==> config.mk <==
export PLATFORM = sky130hd
export DESIGN_NAME = net2axis_sink
export DESIGN_NICKNAME = d
export VERILOG_FILES = /design/src/rtl/net2axis_sink.sv
export SDC_FILE = /design/constraint.sdc
export NUM_CORES = 1
export LEC_CHECK = 0
export ABC_AREA = 1
export CORE_MARGIN = 4
export CORE_UTILIZATION = 35
export CTS_CLUSTER_SIZE = 16
export DETAILED_ROUTE_END_ITERATION = 6
export SYNTH_ARGS = -nofsm -noshare
export SYNTH_HDL_FRONTEND = slang
export SYNTH_SLANG_ARGS = --single-unit
==> constraint.sdc <==
create_clock -name ACLK -period 7.4 [get_ports ACLK]
set_input_delay 2.22 -clock ACLK [delete_from_list [all_inputs] [get_ports ACLK]]
set_output_delay 2.22 -clock ACLK [all_outputs]
set_load 0.01 [all_outputs]
==> src/rtl/net2axis_sink.sv <==
// -----------------------------------------------------------------------------
// net2axis_sink
//
// AXI4-Stream packet sink. It consumes every beat it accepts and checks them.
// It counts completed (TLAST-terminated) packets and accepted bytes. It raises
// DONE once C_NUM_PACKETS packets have been received, and then refuses all
// further traffic until reset. TREADY is held high, or it is throttled by a
// free-running 16-bit Fibonacci LFSR when C_BACKPRESSURE = 1.
//
// Optional build macro:
//   NET2AXIS_SINK_CHECK_EN - enables the protocol checker that drives ERROR
//                            and ERR_CODE. When the macro is undefined, both
//                            outputs are tied to zero and no checker logic
//                            exists.
//
// Parameters:
//   C_TDATA_WIDTH   TDATA width in bits (multiple of 8, 8..512)
//   C_NUM_PACKETS   packets accepted before DONE (1 .. 2^32-1)
//   C_BACKPRESSURE  0: TREADY high outside FIN, 1: TREADY = lfsr[0]
//   C_LFSR_SEED     nonzero 16-bit LFSR reset value
//
// Ports:
//   ACLK            clock, rising edge
//   ARESET          asynchronous active-high reset
//   S_AXIS_TVALID   upstream beat valid
//   S_AXIS_TDATA    beat data (only observed by the stability checker)
//   S_AXIS_TKEEP    byte qualifiers
//   S_AXIS_TLAST    last beat of a packet
//   S_AXIS_TREADY   sink ready (registered)
//   DONE            C_NUM_PACKETS packets received (registered, sticky)
//   PKT_COUNT       completed packets, wraps modulo 2^32
//   BYTE_COUNT      accepted bytes (popcount of TKEEP), wraps modulo 2^32
//   ERROR           OR of ERR_CODE (registered, sticky)
//   ERR_CODE        [0] stability, [1] TKEEP zero/non-contiguous,
//                   [2] partial TKEEP on a non-last beat (sticky)
// -----------------------------------------------------------------------------
module net2axis_sink #(
  parameter int unsigned C_TDATA_WIDTH  = 32,
  parameter logic [31:0] C_NUM_PACKETS  = 32'd1,
  parameter int unsigned C_BACKPRESSURE = 0,
  parameter logic [15:0] C_LFSR_SEED    = 16'hACE1
) (
  input  logic                         ACLK,
  input  logic                         ARESET,
  input  logic                         S_AXIS_TVALID,
  input  logic [C_TDATA_WIDTH-1:0]     S_AXIS_TDATA,
  input  logic [C_TDATA_WIDTH/8-1:0]   S_AXIS_TKEEP,
  input  logic                         S_AXIS_TLAST,
  output logic                         S_AXIS_TREADY,
  output logic                         DONE,
  output logic [31:0]                  PKT_COUNT,
  output logic [31:0]                  BYTE_COUNT,
  output logic                         ERROR,
  output logic [2:0]                   ERR_CODE
);

  localparam int KEEP_W = int'(C_TDATA_WIDTH / 8);

  typedef enum logic [1:0] {
    ST_IDLE = 2'd0,
    ST_RECV = 2'd1,
    ST_FIN  = 2'd2
  } state_t;

  // Number of bytes qualified by a TKEEP vector.
  function automatic logic [31:0] keep_popcount(input logic [KEEP_W-1:0] keep);
    logic [31:0] cnt;
    cnt = 32'd0;
    for (int i = 0; i < KEEP_W; i++) begin
      cnt = cnt + {31'd0, keep[i]};
    end
    return cnt;
  endfunction

  state_t      state_r;
  state_t      state_next_s;
  logic [15:0] lfsr_r;
  logic [15:0] lfsr_next_s;
  logic        lfsr_fb_s;
  logic        tready_r;
  logic        tready_next_s;
  logic        done_r;
  logic [31:0] pkt_count_r;
  logic [31:0] byte_count_r;
  logic [31:0] pkt_inc_s;
  logic        accept_s;
  logic        last_accept_s;

  // Handshake decode and the packet count that a TLAST beat would produce.
  always_comb begin
    accept_s      = S_AXIS_TVALID & tready_r;
    last_accept_s = accept_s & S_AXIS_TLAST;
    pkt_inc_s     = pkt_count_r + 32'd1;
  end

  // FSM next-state logic.
  always_comb begin
    state_next_s = state_r;
    case (state_r)
      ST_IDLE, ST_RECV: begin
        if (last_accept_s) begin
          // The packet that reaches the target count ends the run for good.
          if (pkt_inc_s == C_NUM_PACKETS) begin
            state_next_s = ST_FIN;
          end else begin
            state_next_s = ST_IDLE;
          end
        end else if (accept_s) begin
          state_next_s = ST_RECV;
        end else begin
          state_next_s = state_r;
        end
      end
      ST_FIN: begin
        state_next_s = ST_FIN;
      end
      default: begin
        state_next_s = ST_IDLE;
      end
    endcase
  end

  // LFSR advance (taps 16,14,13,11, shifting towards bit 0). It freezes once FIN is reached.
  always_comb begin
    lfsr_fb_s = lfsr_r[0] ^ lfsr_r[2] ^ lfsr_r[3] ^ lfsr_r[5];
    if (state_r == ST_FIN) begin
      lfsr_next_s = lfsr_r;
    end else begin
      lfsr_next_s = {lfsr_fb_s, lfsr_r[15:1]};
    end
  end

  // TREADY is registered from next-cycle values.
  // It therefore always equals lfsr[0] (or 1), gated off in FIN.
  always_comb begin
    if (state_next_s == ST_FIN) begin
      tready_next_s = 1'b0;
    end else if (C_BACKPRESSURE != 32'd0) begin
      tready_next_s = lfsr_next_s[0];
    end else begin
      tready_next_s = 1'b1;
    end
  end

  // FSM state register.
  always_ff @(posedge ACLK or posedge ARESET) begin
    if (ARESET) begin
      state_r <= ST_IDLE;
    end else begin
      state_r <= state_next_s;
    end
  end

  // LFSR, TREADY, DONE and the packet/byte counters.
  always_ff @(posedge ACLK or posedge ARESET) begin
    if (ARESET) begin
      lfsr_r       <= C_LFSR_SEED;
      tready_r     <= 1'b0;
      done_r       <= 1'b0;
      pkt_count_r  <= 32'd0;
      byte_count_r <= 32'd0;
    end else begin
      lfsr_r   <= lfsr_next_s;
      tready_r <= tready_next_s;
      done_r   <= (state_next_s == ST_FIN);
      if (last_accept_s) begin
        pkt_count_r <= pkt_inc_s;
      end
      if (accept_s) begin
        byte_count_r <= byte_count_r + keep_popcount(S_AXIS_TKEEP);
      end
    end
  end

  assign S_AXIS_TREADY = tready_r;
  assign DONE          = done_r;
  assign PKT_COUNT     = pkt_count_r;
  assign BYTE_COUNT    = byte_count_r;

`ifdef NET2AXIS_SINK_CHECK_EN

  // True when TKEEP is nonzero and of the form ones-from-LSB.
  function automatic logic keep_is_contiguous(input logic [KEEP_W-1:0] keep);
    logic [KEEP_W-1:0] plus_one;
    plus_one = keep + KEEP_W'(1'b1);
    return (keep != {KEEP_W{1'b0}}) && ((keep & plus_one) == {KEEP_W{1'b0}});
  endfunction

  logic                     stall_r;
  logic [C_TDATA_WIDTH-1:0] hold_data_r;
  logic [KEEP_W-1:0]        hold_keep_r;
  logic                     hold_last_r;
  logic [2:0]               err_code_r;
  logic                     error_r;
  logic [2:0]               err_set_s;

  // Protocol violations detected at this edge.
  always_comb begin
    err_set_s = 3'b000;
    // A beat stalled on the previous edge must be held unchanged.
    if (stall_r && (!S_AXIS_TVALID || (S_AXIS_TDATA != hold_data_r) ||
                    (S_AXIS_TKEEP != hold_keep_r) || (S_AXIS_TLAST != hold_last_r))) begin
      err_set_s[0] = 1'b1;
    end else begin
      err_set_s[0] = 1'b0;
    end
    if (accept_s && !keep_is_contiguous(S_AXIS_TKEEP)) begin
      err_set_s[1] = 1'b1;
    end else begin
      err_set_s[1] = 1'b0;
    end
    if (accept_s && !S_AXIS_TLAST && !(&S_AXIS_TKEEP)) begin
      err_set_s[2] = 1'b1;
    end else begin
      err_set_s[2] = 1'b0;
    end
  end

  // Capture stalled beats for the stability check and accumulate sticky flags.
  always_ff @(posedge ACLK or posedge ARESET) begin
    if (ARESET) begin
      stall_r     <= 1'b0;
      hold_data_r <= {C_TDATA_WIDTH{1'b0}};
      hold_keep_r <= {KEEP_W{1'b0}};
      hold_last_r <= 1'b0;
      err_code_r  <= 3'b000;
      error_r     <= 1'b0;
    end else begin
      stall_r     <= S_AXIS_TVALID & ~tready_r;
      hold_data_r <= S_AXIS_TDATA;
      hold_keep_r <= S_AXIS_TKEEP;
      hold_last_r <= S_AXIS_TLAST;
      err_code_r  <= err_code_r | err_set_s;
      error_r     <= |(err_code_r | err_set_s);
    end
  end

  assign ERR_CODE = err_code_r;
  assign ERROR    = error_r;

`else

  // TDATA has no function without the checker.
  logic unused_tdata_s;
  assign unused_tdata_s = ^S_AXIS_TDATA;

  assign ERR_CODE = 3'b000;
  assign ERROR    = 1'b0;

`endif

endmodule

==> qor.yml, run 1 <==
timing:
  hold_viol: 0
  finalCriticalPeriod_ps: 4933
  fin_skew_ps: 5.713
  maxClockFrequency_mhz: 202.7
  rsz0062_at_grt: "no"
  worst_slew_pin_slew_ps: 877.1
  hold_ws_ps: 468.7
  setup_viol: 0
  max-slew-margin-rel_pct: 41.52
  maxSlewViolCount: 0
  finalCritPeriodShare_pct: 66.66
  fin_setup_tns_ps: 0
pwr:
  p_clk_share_pct: 30.9
  seqPwrFrac_pct: 40.5
  ir_worst_vdd_mv: 0.1717
  p_sw_mw: 0.4275
  swShare_pct: 33.78
  report.power.total_mw: 1.265
  p_leak_nw: 2.520
  intPower_mw: 0.8378
  power.density_nw_per_um2: 240.3
  combPwrFrac_pct: 28.6
clock_tree:
  cts_max_path_buffers: 2
  cts_buffers: 9
  postCtsSetupRepairBufs: 0
  clk-insertion-delay-late_ps: 320
  cts_tree: "yes"
  cts-resized-gates: 0
  path_clk_slew_ps: 50
  htree_levels: 3
  root_buffer: "clkbuf_16"
  cts_sinks: 68
  hold_buffers: 0
place:
  dp.final_hpwl_um: 7258
  globalplace.congestion: 0.8635
  io_buffers: 73
  place_area_um2: 4995
  post-place-cells: 763
logic_synthesis:
  ys_ff_latch: 68
  synth_top_family_by_area: "simple AND/OR/NAND/NOR gates"
  synth_area_per_cell_um2: 7.439
  yosysWarnings: 0
  synthTopCellsByArea: "dfrtp_1 41%, nand2_1 17%, inv_1 6.8%"
  synth_top_area_cell: "dfrtp_1"
  synthSimpleGateAreaFrac_pct: 36.08
  synthMuxAreaShare_pct: 0
  synth_top_area_share_pct: 41.44
  synth.distinct_cells: 30
  ys_seq_area_share_pct: 41.44
  synthCells: 552
  synth_area_um2: 4106
  synthXorXnorAreaFrac_pct: 6.825
  synth_fa_ha_area_share_pct: 2.377
  synth-compound-area-share_pct: 4.875
die:
  rows: 39
  dieArea_um2: 13530
  top_level_ports: 110
  core_um2: 11470
  die_y_um: 116.3
  initial_core_util_pct: 35.81
  die_x_um: 116.3
worst_setup_path:
  slowest_delay_ps: 550
  slowest_stage: "fa_1"
  path_class: "primary input to flop"
  worstSetupEndpointType: "flop"
  critical_path_arrival_ps: 5140
  cp.required_ps: 7610
  critPathTopFamily: "simple AND/OR/NAND/NOR gates"
  crit_chain: "clkdlybuf4s50_1 -> fa_1 -> inv_1 -> fa_1 -> inv_1 -> fa_1 -> inv_1 -> nor2_4 -> nand2_2 -> nor2_4 -> nand3_2 -> nor3_4 -> nand2_1 -> nor2_1 -> nand2_1 -> xnor2_1"
  path_buf_inv: 4
  startpoint_type: "primary input"
  crit_fanout: 4
grt:
  grt_pass1_vias: 3459
  grt_pass1_wl_um: 16410
  grt_max_degree: 69
  overflow: 0
  antenna_found_initial: 0
  grt_usage_pct: 15.22
run:
  cap_violations: 0
detailed_routing:
  wl_um: 9570
  viasPerCell: 4.564
  vias: 3555
  drt-initial-drc-count: 156
  drc: 0
  wl_per_cell_um: 12.28
  ant_nets: 0
  drt-pass1-iter-count: 4
final_layout:
  diodes: 0
  final_nets: 677
  synthToLayoutAreaGrowth_pct: 28.24
  stdcell_count: 779
  drive_above_1_share_pct: 8.648
  finalInstanceArea_um2: 5266
worst_hold_path:
  hold_class: "flop to flop"
status:
  status: "finished, final reports clean"
## cells in the mapped netlist (all sizes together)
| master | instances |
|---|---|
| nor4 | 2 |
| clkbuf | 6 |
| nor2 | 75 |
| o21ai | 36 |
| nand3b | 2 |
| buf | 4 |
| and2 | 1 |
| nand3 | 31 |
| inv | 77 |
| nand2 | 194 |
| nor3 | 7 |
| a211oi | 1 |
| fa | 3 |
| dfrtp | 68 |
| conb | 1 |
| and3 | 1 |
| xor2 | 21 |
| a31oi | 2 |
| nand4 | 6 |
| xnor2 | 11 |
| ha | 3 |
## flip-flops by register name, indices dropped and copies added (netlist names)
register,cells
BYTE_COUNT,32
PKT_COUNT,32
state_r,2
DONE,1
S_AXIS_TREADY,1
## routing by layer
| metal | wire [µm] | GRT usage [%] |
|---|---|---|
| met1 | 4424 | 19.78 |
| met2 | 4416 | 24.26 |
| met3 | 558 | 4.611 |
| met4 | 171 | 5.104 |
| met5 | 0 | 0 |
## cells in the final DEF (no fill, tap or decap)
cell,netlist,layout
nand2_1,182,182
inv_1,74,73
clkdlybuf4s50_1,0,73
dfrtp_1,68,68
nor2_1,56,56
o21ai_0,33,33
nand3_1,28,28
xor2_1,21,21
xnor2_1,11,11
nand2_2,9,9
clkbuf_16,0,9
nor2_2,9,8
nor2_4,6,7
nand4_1,6,6
nor3_1,6,6
inv_2,3,4
nor2_8,4,4
conb_1,1,4
nand3_2,3,3
nand2_4,3,3
o21ai_1,3,3
fa_1,3,3
ha_1,3,3
a31oi_1,2,2
nor4_1,2,2
nand3b_1,2,2
clkbuf_1,6,2
clkinvlp_4,0,2
clkinv_2,0,2
buf_4,4,2
nor3_4,1,1
a211oi_1,1,1
and2_1,1,1
and3_1,1,1
clkbuf_8,0,1
## final timing paths
check	start	endpoint	slack [ps]	cells after the start
max	S_AXIS_TKEEP[0]	BYTE_COUNT[30]	2470	16
min	BYTE_COUNT[31]	BYTE_COUNT[31]	470	1
max reg2reg	BYTE_COUNT[0]	BYTE_COUNT[30]	4920	14
min reg2reg	BYTE_COUNT[31]	BYTE_COUNT[31]	470	1
max in group asynchronous	ARESET	PKT_COUNT[20]	4340	3
min in group asynchronous	ARESET	BYTE_COUNT[15]	2480	3
## power by group through the flow
stage | Clock, mW | Sequential [mW] | Combinational, mW
global route | 0.423 | 0.526 | 0.408
detailed placement | 0 | 0.519 | 0.366
global placement | 0 | 0.519 | 0.361
CTS | 0.403 | 0.515 | 0.368
floorplan | 0 | 0.528 | 0.184
finish | 0.391 | 0.513 | 0.362
## per-stage QoR
stage | worst slack [ps] | util, %
floorplan | 2812 | -
finish | 2467 | 45.92
CTS | 2456 | 45.92
detailed placement | 2104 | 43.56
global placement | 2128 | 43.56
global route | 2258 | 45.92
## worst register-to-register path, stage by stage (launching register included)
cell	delay (ps)
dfrtp_1	370
inv_1	70
fa_1	380
inv_1	90
fa_1	160
inv_1	60
nor2_4	130
nand2_2	100
nor2_4	140
nand3_2	150
nor3_4	190
nand2_1	120
nor2_1	180
nand2_1	90
xnor2_1	130
## cell families (layout without fill, tap and decap cells)
kind of cell             Yosys count  count (layout)
AO/OA/AOI/OAI                     39              39
XOR/XNOR                          32              32
adder cells (fa/ha/maj)            6               6
buffers and inverters             87             168
flip-flops                        68              68
other                              1               4
AND/OR/NAND/NOR                  319             319
## cell type report
type / instances / area, µm²
well taps: 143 / 178.9
flip-flops and latches: 68 / 1702
inverters: 77 / 289.0
clock inverters: 4 / 25.02
clock buffers: 12 / 246.5
repair buffers: 75 / 745.7
multi-input cells: 400 / 2079
fillers: 1149 / 6201
(Power assumes the default switching activity.)
==> run 2: changes to the inputs <==
- clock period: 7.4 -> 4.6 ns (I/O delays scaled with it)
==> qor.yml, run 2 (same netlist as run 1, synthesis figures left out) <==
status:
  status: "finished, final reports clean"
clock_tree:
  cts_max_path_buffers: 2  # unchanged
  root_buffer: "clkbuf_16"
  cts_tree: "yes"
  cts-resized-gates: 0  # unchanged
  cts_buffers: 9  # unchanged
  postCtsSetupRepairBufs: 0  # unchanged
  path_clk_slew_ps: 60  # about the same
  clk-insertion-delay-late_ps: 340  # +20 ps
  htree_levels: 3  # unchanged
  hold_buffers: 0  # unchanged
  cts_sinks: 68  # unchanged
grt:
  grt_max_degree: 62  # -10%
  grt_pass1_wl_um: 16480  # +0.42%
  antenna_found_initial: 0  # unchanged
  overflow: 0  # unchanged
  grt_usage_pct: 15.47  # +0.25 points
  grt_pass1_vias: 3514  # +1.6%
final_layout:
  fill_cells: 1147  # -0.17%
  synthToLayoutAreaGrowth_pct: 28.64
  final_cell_mix: "182 x nand2_1, 73 x inv_1, 73 x clkdlybuf4s50_1"
  finalInstanceArea_um2: 5283  # +0.31%
  diodes: 0  # unchanged
  multi_input_area_um2: 2079  # unchanged
  final_nets: 678  # +0.15%
  drive_above_1_share_pct: 8.819  # +0.17 points
  final_common_cell: "nand2_1"
  register_area_um2: 1702  # unchanged
place:
  io_buffers: 73  # unchanged
  globalplace.congestion: 0.8643  # about the same
  place_area_um2: 5002  # +0.15%
  dp.final_hpwl_um: 7523  # +3.6%
worst_setup_path:
  worstSetupEndpointType: "flop"
  crit_fanout: 4  # unchanged
  slowest_stage: "fa_1"
  critical_path_arrival_ps: 4310  # -830 ps
  path_buf_inv: 4  # unchanged
  cp.required_ps: 4820  # -2790 ps
  path_class: "primary input to flop"
  crit_path_start: "S_AXIS_TKEEP[0]"
  slowest_delay_ps: 550  # about the same
  crit_chain: "clkdlybuf4s50_1 -> fa_1 -> inv_1 -> fa_1 -> inv_1 -> fa_1 -> inv_1 -> nor2_4 -> nand2_2 -> nor2_4 -> nand3_2 -> nor3_4 -> nand2_1 -> nor2_1 -> nand2_1 -> xnor2_1"
  startpoint_type: "primary input"
  r2r_start: "BYTE_COUNT[0]"
  critPathTopFamily: "simple AND/OR/NAND/NOR gates"
timing:
  worst_slew_pin_slew_ps: 537.6  # -339.5 ps
  finalCritPeriodShare_pct: 88.94
  rsz0062_at_grt: "no"
  hold_viol: 0  # unchanged
  setup_viol: 0  # unchanged
  maxClockFrequency_mhz: 244.4
  fin_setup_tns_ps: 0  # unchanged
  max-slew-margin-rel_pct: 64.16  # +23 points
  maxSlewViolCount: 0  # unchanged
  fin_skew_ps: 3.915  # -1.798 ps
  finalCriticalPeriod_ps: 4091
die:
  die_y_um: 116.3  # unchanged
  core_um2: 11470  # unchanged
  top_level_ports: 110  # unchanged
  die_x_um: 116.3  # unchanged
  initial_core_util_pct: 35.81  # unchanged
  dieArea_um2: 13530  # unchanged
  rows: 39  # unchanged
detailed_routing:
  drt-initial-drc-count: 145  # -7.1%
  wl_per_cell_um: 12.49  # +1.6%
  ant_nets: 0  # unchanged
  wl_um: 9714  # +1.5%
  drc: 0  # unchanged
  viasPerCell: 4.617  # +1.2%
  vias: 3592  # +1.0%
  drt-pass1-iter-count: 4  # unchanged
pwr:
  ir_worst_vdd_mv: 0.3089  # +80%
  power.density_nw_per_um2: 392.9  # +64%
  p_leak_nw: 2.529  # +0.37%
worst_hold_path:
  hold_class: "flop to flop"
  hold_start: "BYTE_COUNT[31]"
run:
  cap_violations: 0  # unchanged
## run 2: metrics by stage
step	worst slack, ps	hold slack (ps)	utilization (%)	instances	total power [mW]
after CTS	478.9	480.1	46.07	778	2.111
final	508.9	473.6	46.07	778	2.075
after detailed placement	116.3	472.5	43.62	764	1.429
after global routing	285.4	497.6	46.07	778	2.212
after global placement	188.9	460.8	43.62	764	1.415
after floorplan	851.7	434.0	-	555	1.145
## run 2: area by class of cell
| type | instances | area share [%] |
|---|---|---|
| clock buffers | 9 | 4.263 |
| inverters | 77 | 5.471 |
| well taps | 143 | 3.387 |
| clock inverters | 5 | 1.042 |
| multi-input cells | 400 | 39.37 |
| repair buffers | 76 | 14.26 |
| flip-flops and latches | 68 | 32.21 |
## run 2: per-layer routing
metal / GRT usage [%] / share of wire, % / routed length (µm)
met5: 0 / 0 / 0
met4: 5.646 / 2.2 / 218
met3: 5.389 / 6.5 / 627
met2: 25.02 / 46 / 4493
met1: 19.16 / 45 / 4374
## run 2: worst reg2reg max path, stage by stage (launching register included)
cell and delay [ps]:
dfrtp_1 360, inv_1 70, fa_1 390, inv_1 100, fa_1 160, inv_1 60, nor2_4 130, nand2_2 90
nor2_4 140, nand3_2 150, nor3_4 210, nand2_1 120, nor2_1 170, nand2_1 80, xnor2_1 130
## run 2: final timing paths
check,cells past startpoint,endpoint,slack [ps]
setup / recovery,16,BYTE_COUNT[30],510
hold / removal,1,BYTE_COUNT[31],470
setup reg to reg,14,BYTE_COUNT[30],2120
hold reg to reg,1,BYTE_COUNT[31],470
max in group asynchronous,3,PKT_COUNT[13],2490
min in group asynchronous,2,BYTE_COUNT[15],1350
## run 2: power breakdown
part / switching [mW] / internal, mW / total, mW
combinational: 0.305 / 0.279 / 0.584
clock: 0.255 / 0.411 / 0.666
sequential: 0.133 / 0.692 / 0.825
total: 0.693 / 1.38 / 2.08
